File: config.mk
export PLATFORM = sky130hd
export DESIGN_NAME = cfg_reg_arbiter_flat
export DESIGN_NICKNAME = d
export VERILOG_FILES = /design/src/rtl/cfg_reg_arbiter_if.sv /design/src/rtl/cfg_reg_arbiter.sv /design/src/flat_wrapper.sv
export SDC_FILE = /design/constraint.sdc
export NUM_CORES = 1
export LEC_CHECK = 0
export CAP_MARGIN = 10
export CORE_ASPECT_RATIO = 1.4
export CORE_MARGIN = 2
export CORE_UTILIZATION = 40
export CTS_CLUSTER_DIAMETER = 150
export CTS_CLUSTER_SIZE = 40
export DETAILED_ROUTE_END_ITERATION = 7
export HOLD_SLACK_MARGIN = 0.06
export PLACE_DENSITY = 0.68
export RECOVER_POWER = 50
export REMOVE_ABC_BUFFERS = 1
export SYNTH_ARGS = -nofsm -noshare
export SYNTH_HDL_FRONTEND = slang
export SYNTH_SLANG_ARGS = --single-unit
File: constraint.sdc
create_clock -name clk -period 1.4 [get_ports clk]
set_input_delay 0.14 -clock clk [delete_from_list [all_inputs] [get_ports clk]]
set_output_delay 0.14 -clock clk [all_outputs]
set_load 0.1 [all_outputs]
File: src/rtl/cfg_reg_arbiter_if.sv
// Requester A/B byte ports plus the load-bus outputs of the config-register arbiter.
interface cfg_reg_arbiter_if #(
   parameter int unsigned NUM_REGS = 4,
   parameter int unsigned ADDR_W   = 2
);
   logic              a_req;
   logic [ADDR_W-1:0] a_addr;
   logic              a_hi;
   logic [7:0]        a_data;
   logic              a_ack;

   logic              b_req;
   logic [ADDR_W-1:0] b_addr;
   logic              b_hi;
   logic [7:0]        b_data;
   logic              b_ack;

   logic [15:0]         D;
   logic [NUM_REGS-1:0] load;
   logic                err;
   logic                busy;

   // Arbiter side
   modport slave (
      input  a_req, a_addr, a_hi, a_data,
      input  b_req, b_addr, b_hi, b_data,
      output a_ack, b_ack, D, load, err, busy
   );

   // Requester / register-bank side
   modport master (
      output a_req, a_addr, a_hi, a_data,
      output b_req, b_addr, b_hi, b_data,
      input  a_ack, b_ack, D, load, err, busy
   );
endinterface

File: src/rtl/cfg_reg_arbiter.sv
// Round-robin arbiter sharing NUM_REGS 16-bit load registers between two byte-wide
// requesters. Low bytes are staged per requester; a high-byte write commits the word.
module cfg_reg_arbiter #(
   parameter int unsigned NUM_REGS = 4,
   parameter int unsigned ADDR_W   = 2
) (
   input logic              clk,
   input logic              reset,
   cfg_reg_arbiter_if.slave bus
);

   typedef enum logic [1:0] {IDLE, ACK, COMMIT} state_t;

   state_t              state;
   logic                last_b;     // 1: B was granted last
   logic                w_b;        // winner of the current transfer (1 = B)
   logic [ADDR_W-1:0]   w_addr;
   logic                w_hi;
   logic [7:0]          w_data;
   logic [7:0]          lo_stage [2];
   logic [1:0]          lo_valid;

   logic                grant_b;
   logic                addr_bad;
   logic [NUM_REGS-1:0] addr_dec;

   // Round-robin choice: on a tie, B wins only if A was granted last
   always_comb grant_b = bus.b_req && (!bus.a_req || !last_b);

   // Captured address outside the populated register range
   always_comb addr_bad = (32'(w_addr) >= NUM_REGS);

   // One-hot decode of the captured address for the load strobe
   always_comb begin
      addr_dec = '0;
      for (int unsigned i = 0; i < NUM_REGS; i++) begin
         if (32'(w_addr) == i) addr_dec[i] = 1'b1;
      end
   end

   // Busy whenever the FSM is outside IDLE
   always_comb bus.busy = (state != IDLE);

   // Arbitration FSM with registered ack/err/load/D outputs
   always_ff @(posedge clk or posedge reset) begin
      if (reset) begin
         state       <= IDLE;
         last_b      <= 1'b1;
         w_b         <= 1'b0;
         w_addr      <= '0;
         w_hi        <= 1'b0;
         w_data      <= '0;
         lo_stage[0] <= '0;
         lo_stage[1] <= '0;
         lo_valid    <= '0;
         bus.a_ack   <= 1'b0;
         bus.b_ack   <= 1'b0;
         bus.D       <= '0;
         bus.load    <= '0;
         bus.err     <= 1'b0;
      end else begin
         bus.a_ack <= 1'b0;
         bus.b_ack <= 1'b0;
         bus.load  <= '0;
         bus.err   <= 1'b0;
         case (state)
            IDLE: begin
               if (bus.a_req || bus.b_req) begin
                  w_b       <= grant_b;
                  last_b    <= grant_b;
                  w_addr    <= grant_b ? bus.b_addr : bus.a_addr;
                  w_hi      <= grant_b ? bus.b_hi   : bus.a_hi;
                  w_data    <= grant_b ? bus.b_data : bus.a_data;
                  bus.a_ack <= !grant_b;
                  bus.b_ack <= grant_b;
                  state     <= ACK;
               end
            end
            ACK: begin
               if (addr_bad) begin
                  bus.err <= 1'b1;
                  state   <= IDLE;
               end else if (!w_hi) begin
                  lo_stage[w_b] <= w_data;
                  lo_valid[w_b] <= 1'b1;
                  state         <= IDLE;
               end else if (lo_valid[w_b]) begin
                  // D and load register on the same edge, so the strobe is high
                  // exactly during COMMIT and D is already stable under it
                  bus.D    <= {w_data, lo_stage[w_b]};
                  bus.load <= addr_dec;
                  state    <= COMMIT;
               end else begin
                  bus.err <= 1'b1;
                  state   <= IDLE;
               end
            end
            COMMIT: begin
               lo_valid[w_b] <= 1'b0;
               state         <= IDLE;
            end
            default: state <= IDLE;
         endcase
      end
   end

endmodule

File: src/flat_wrapper.sv
// flat-port wrapper written by rule: the top's interface ports become plain ports
module cfg_reg_arbiter_flat 
#(
   parameter int unsigned NUM_REGS = 4,
   parameter int unsigned ADDR_W   = 2
)
  (clk, reset, bus_a_req, bus_a_addr, bus_a_hi, bus_a_data, bus_b_req, bus_b_addr, bus_b_hi, bus_b_data, bus_a_ack, bus_b_ack, bus_D, bus_load, bus_err, bus_busy);
  cfg_reg_arbiter_if #(.NUM_REGS(NUM_REGS), .ADDR_W(ADDR_W)) bus_i ();
  input logic clk;
  input logic reset;
  input wire logic [$bits(bus_i.a_req)-1:0] bus_a_req;
  input wire logic [$bits(bus_i.a_addr)-1:0] bus_a_addr;
  input wire logic [$bits(bus_i.a_hi)-1:0] bus_a_hi;
  input wire logic [$bits(bus_i.a_data)-1:0] bus_a_data;
  input wire logic [$bits(bus_i.b_req)-1:0] bus_b_req;
  input wire logic [$bits(bus_i.b_addr)-1:0] bus_b_addr;
  input wire logic [$bits(bus_i.b_hi)-1:0] bus_b_hi;
  input wire logic [$bits(bus_i.b_data)-1:0] bus_b_data;
  output wire logic [$bits(bus_i.a_ack)-1:0] bus_a_ack;
  output wire logic [$bits(bus_i.b_ack)-1:0] bus_b_ack;
  output wire logic [$bits(bus_i.D)-1:0] bus_D;
  output wire logic [$bits(bus_i.load)-1:0] bus_load;
  output wire logic [$bits(bus_i.err)-1:0] bus_err;
  output wire logic [$bits(bus_i.busy)-1:0] bus_busy;
  assign bus_i.a_req = bus_a_req;
  assign bus_i.a_addr = bus_a_addr;
  assign bus_i.a_hi = bus_a_hi;
  assign bus_i.a_data = bus_a_data;
  assign bus_i.b_req = bus_b_req;
  assign bus_i.b_addr = bus_b_addr;
  assign bus_i.b_hi = bus_b_hi;
  assign bus_i.b_data = bus_b_data;
  assign bus_a_ack = bus_i.a_ack;
  assign bus_b_ack = bus_i.b_ack;
  assign bus_D = bus_i.D;
  assign bus_load = bus_i.load;
  assign bus_err = bus_i.err;
  assign bus_busy = bus_i.busy;
  cfg_reg_arbiter #(.NUM_REGS(NUM_REGS), .ADDR_W(ADDR_W)) u_core (.clk(clk), .reset(reset), .bus(bus_i));
endmodule
==> metrics.md <==
| Metric | Value |
|---|---|
| Antenna cells | `0` |
| Total GRT Usage | `between 10% and 20%` |
| Router iterations before antenna repair | `5` |
| CTS tree | `yes` |
| Status | `finished, violations left` |
| Die H | `95.29 um` |
| Tcrit/Tclk final | `109.5%` |
| Post-layout min period | `1.533 ns` |
| Overflow after GRT | `0` |
| Number of CTS-inserted buffers | `5` |
| Clock Sinks | `56` |
| Avg Inst Size Synth | `15.26 sq um` |
| Critical Path Sink Type | `flip-flop` |
| Min-delay worst type | `input pin to asynchronous set/reset pin` |
| Via-to-Cell Ratio | `5.023` |
| Final critical-path setup slack | `-0.1325 ns` |
| Largest net degree at the start of global routing | `27` |
| Port bufs | `49` |
| Headroom to the max-slew limit | `66.71%` |
| Initial core utilization | `40.90%` |
| Netlist cell types | `24` |
| CP Launch Type | `flip-flop` |
| Initial drt markers | `56` |
| Post-DRT Antenna Nets | `0` |
| Chip width | `69.21 um` |
| Critical Path RT | `between 1.5 and 2 ns` |
| Via count | `1517` |
| Vias in the first global route | `between 1500 and 2000` |
| Total core area | `0.005822 sq mm` |
| Mapped cell area | `0.002381 sq mm` |
| Top post-synthesis cells by area | `dfrtp_1, mux2_2, buf_6` |
| Post-synth top area share | `just under 60%` |
| Crit Path Max Fanout | `21` |
| Register area share after synthesis | `roughly three fifths` |
| Slew @ Worst Pin | `0.4988 ns` |
| Root Buffer | `clkbuf_8` |
| Drt wl/cell | `16.28 um` |
| Pins over their slew limit | `0` |
| Worst skew pair latency | `around 0.29 ns` |
| Area grow syn2layout | `51.66%` |
| Synth Warn # | `0` |
| GPL Wtd Cong | `~0.73` |
| Synth area leader | `dfrtp_1` |
| Final Hold Viols | `0` |
| Clk buf depth | `2` |
| First-pass GRT wire length | `approximately 8100 um` |
| RSZ-0062 raised after global routing | `yes` |
| Initial antenna violation count | `0` |
| Final Skew | `0.003912 ns` |
| Total Wirelength | `4916 um` |
| I/O pin count | `50` |
| Seq cells post-synth | `56` |
| Clock transition at path regs | `roughly 0.090 ns` |
| CP Class | `flip-flop to flip-flop` |
| Die ar. | `0.006595 sq mm` |
| Arr. time, crit path | `1.72 ns` |
| Layout Nets | `257` |
| DRC viols | `0` |
| HPWL Detailed | `around 3100 um` |
| Post-CTS Hold Buffers | `0` |
| Num rows | `33` |
| Fillers | `433` |
| Max-Cap Viols | `0` |
| Max Freq | `652.5 MHz` |
| Finish-stage setup viols | `40` |
| H-tree depth | `2` |
| Fin util | `62.02%` |
| Share of post-route cells with drive strength above 1 | `between 50 and 60%` |
| Violated checks | `negative setup slack` |
| Syn Inst Count | `156` |
-- kinds of logic (layout without fill, tap and decap cells) --
kind of cell	after synthesis	in the layout	synth area share, %
DFF	56	56	58.91
muxes	63	63	29.95
buffers and inverters	12	87	3.573
AOI/OAI and AO/OA	9	10	2.522
and+or+nand+nor	16	16	5.045
-- metrics by stage --
step / cell area [sq um] / hold slack, ns / std cells / setup TNS, ns / setup slack (ns)
final: 3611 / 0.2969 / 302 / -2.992 / -0.1325
after CTS: 3590 / 0.1238 / 300 / -3.113 / -0.1304
after global placement: 3309 / 0.4511 / 286 / -6.072 / -0.3619
after global routing: 3611 / 0.3403 / 302 / -4.633 / -0.1673
after detailed placement: 3309 / 0.4525 / 286 / -6.415 / -0.3702
after floorplan: 2311 / 0.2100 / 148 / -20.77 / -0.5577
-- cell usage in the layout, fill, tap and decap left out, types with 2 or more instances in the layout --
cell,instances
a21bo_4,2
a21o_1,2
and3b_1,2
buf_12,25
buf_4,16
buf_6,7
clkbuf_1,2
clkbuf_8,6
clkdlybuf4s50_1,24
dfrtp_1,54
inv_1,3
mux2_2,31
mux2_4,32
nand2_1,3
nor3_1,3
o21ai_0,2
-- layer usage --
| layer | vias up | track usage (%) | share of wire (%) |
|---|---|---|---|
| met5 | - | 0 | 0 |
| met4 | 0 | 4.575 | 0.59 |
| met3 | 2 | 2.854 | 1.9 |
| met2 | 21 | 28.29 | 56 |
| met1 | 789 | 20.34 | 42 |
| li1 | 705 | - | - |
-- area by class of cell --
cell class,count,area (sq um),area share [%]
inverters,4,17.52,0.4851
multi-input cells,89,1050,29.07
repair buffers,75,962.2,26.65
flip-flops and latches,56,1404,38.88
clock buffers,8,90.09,2.495
well taps,70,87.58,2.426
-- cells in the mapped netlist --
| library cell | number |
|---|---|
| a22o_1 | 1 |
| buf_6 | 5 |
| clkbuf_1 | 1 |
| a21oi_1 | 1 |
| nor3_1 | 3 |
| nor3b_1 | 1 |
| inv_1 | 4 |
| and3b_1 | 2 |
| a31oi_1 | 1 |
| o21ai_1 | 1 |
| a21bo_2 | 1 |
| a21o_1 | 2 |
| mux2_2 | 62 |
| dfrtp_1 | 55 |
| nor2_1 | 2 |
| nand2_1 | 3 |
| and3_1 | 2 |
| buf_2 | 2 |
| nor4b_4 | 1 |
| dfstp_2 | 1 |
| nor3b_4 | 1 |
| nor2b_1 | 1 |
| o21ai_0 | 2 |
| mux2_4 | 1 |
-- registers in the layout, summed over array words and instances, names as in the netlist, 2 cells and up, named ones only --
register,flops
u_core.bus.D,16
u_core.lo_stage,16
u_core.w_data,8
u_core.bus.load,4
u_core.state,2
u_core.w_addr,2
-- path summary, 6_finish.rpt --
path                                         startpoint                           end  slack (ns)  depth (start not counted)
max in group asynchronous                         reset        u_core.w_b$_DFFE_PP0P_        0.30                          3
hold / removal                                    reset  u_core.bus.D[14]$_DFFE_PP0P_        0.30                          2
hold reg to reg            u_core.w_addr[0]$_DFFE_PP0P_  u_core.bus.load[0]$_DFF_PP0_        0.50                          1
setup / recovery                 u_core.w_b$_DFFE_PP0P_   u_core.bus.D[2]$_DFFE_PP0P_       -0.13                          4
min in group clk           u_core.w_addr[0]$_DFFE_PP0P_  u_core.bus.load[0]$_DFF_PP0_        0.50                          1
setup reg to reg                 u_core.w_b$_DFFE_PP0P_   u_core.bus.D[2]$_DFFE_PP0P_       -0.13                          4
-- critical path, stage by stage, from the launching register on --
cell	delay [ns]
dfrtp_1	0.43
mux2_4	0.22
nor3b_4	0.21
buf_12	0.21
mux2_2	0.35
-- repair_timing --
action,in CTS,in global routing
setup buffers,5,2
gates resized for setup,38,9
endpoints found under the setup margin,42,45
gates cloned,1,0
pin swaps,4,3
Power is not shown: default switching activity piles up to over one toggle a cycle in this logic, so the estimate is an artifact.
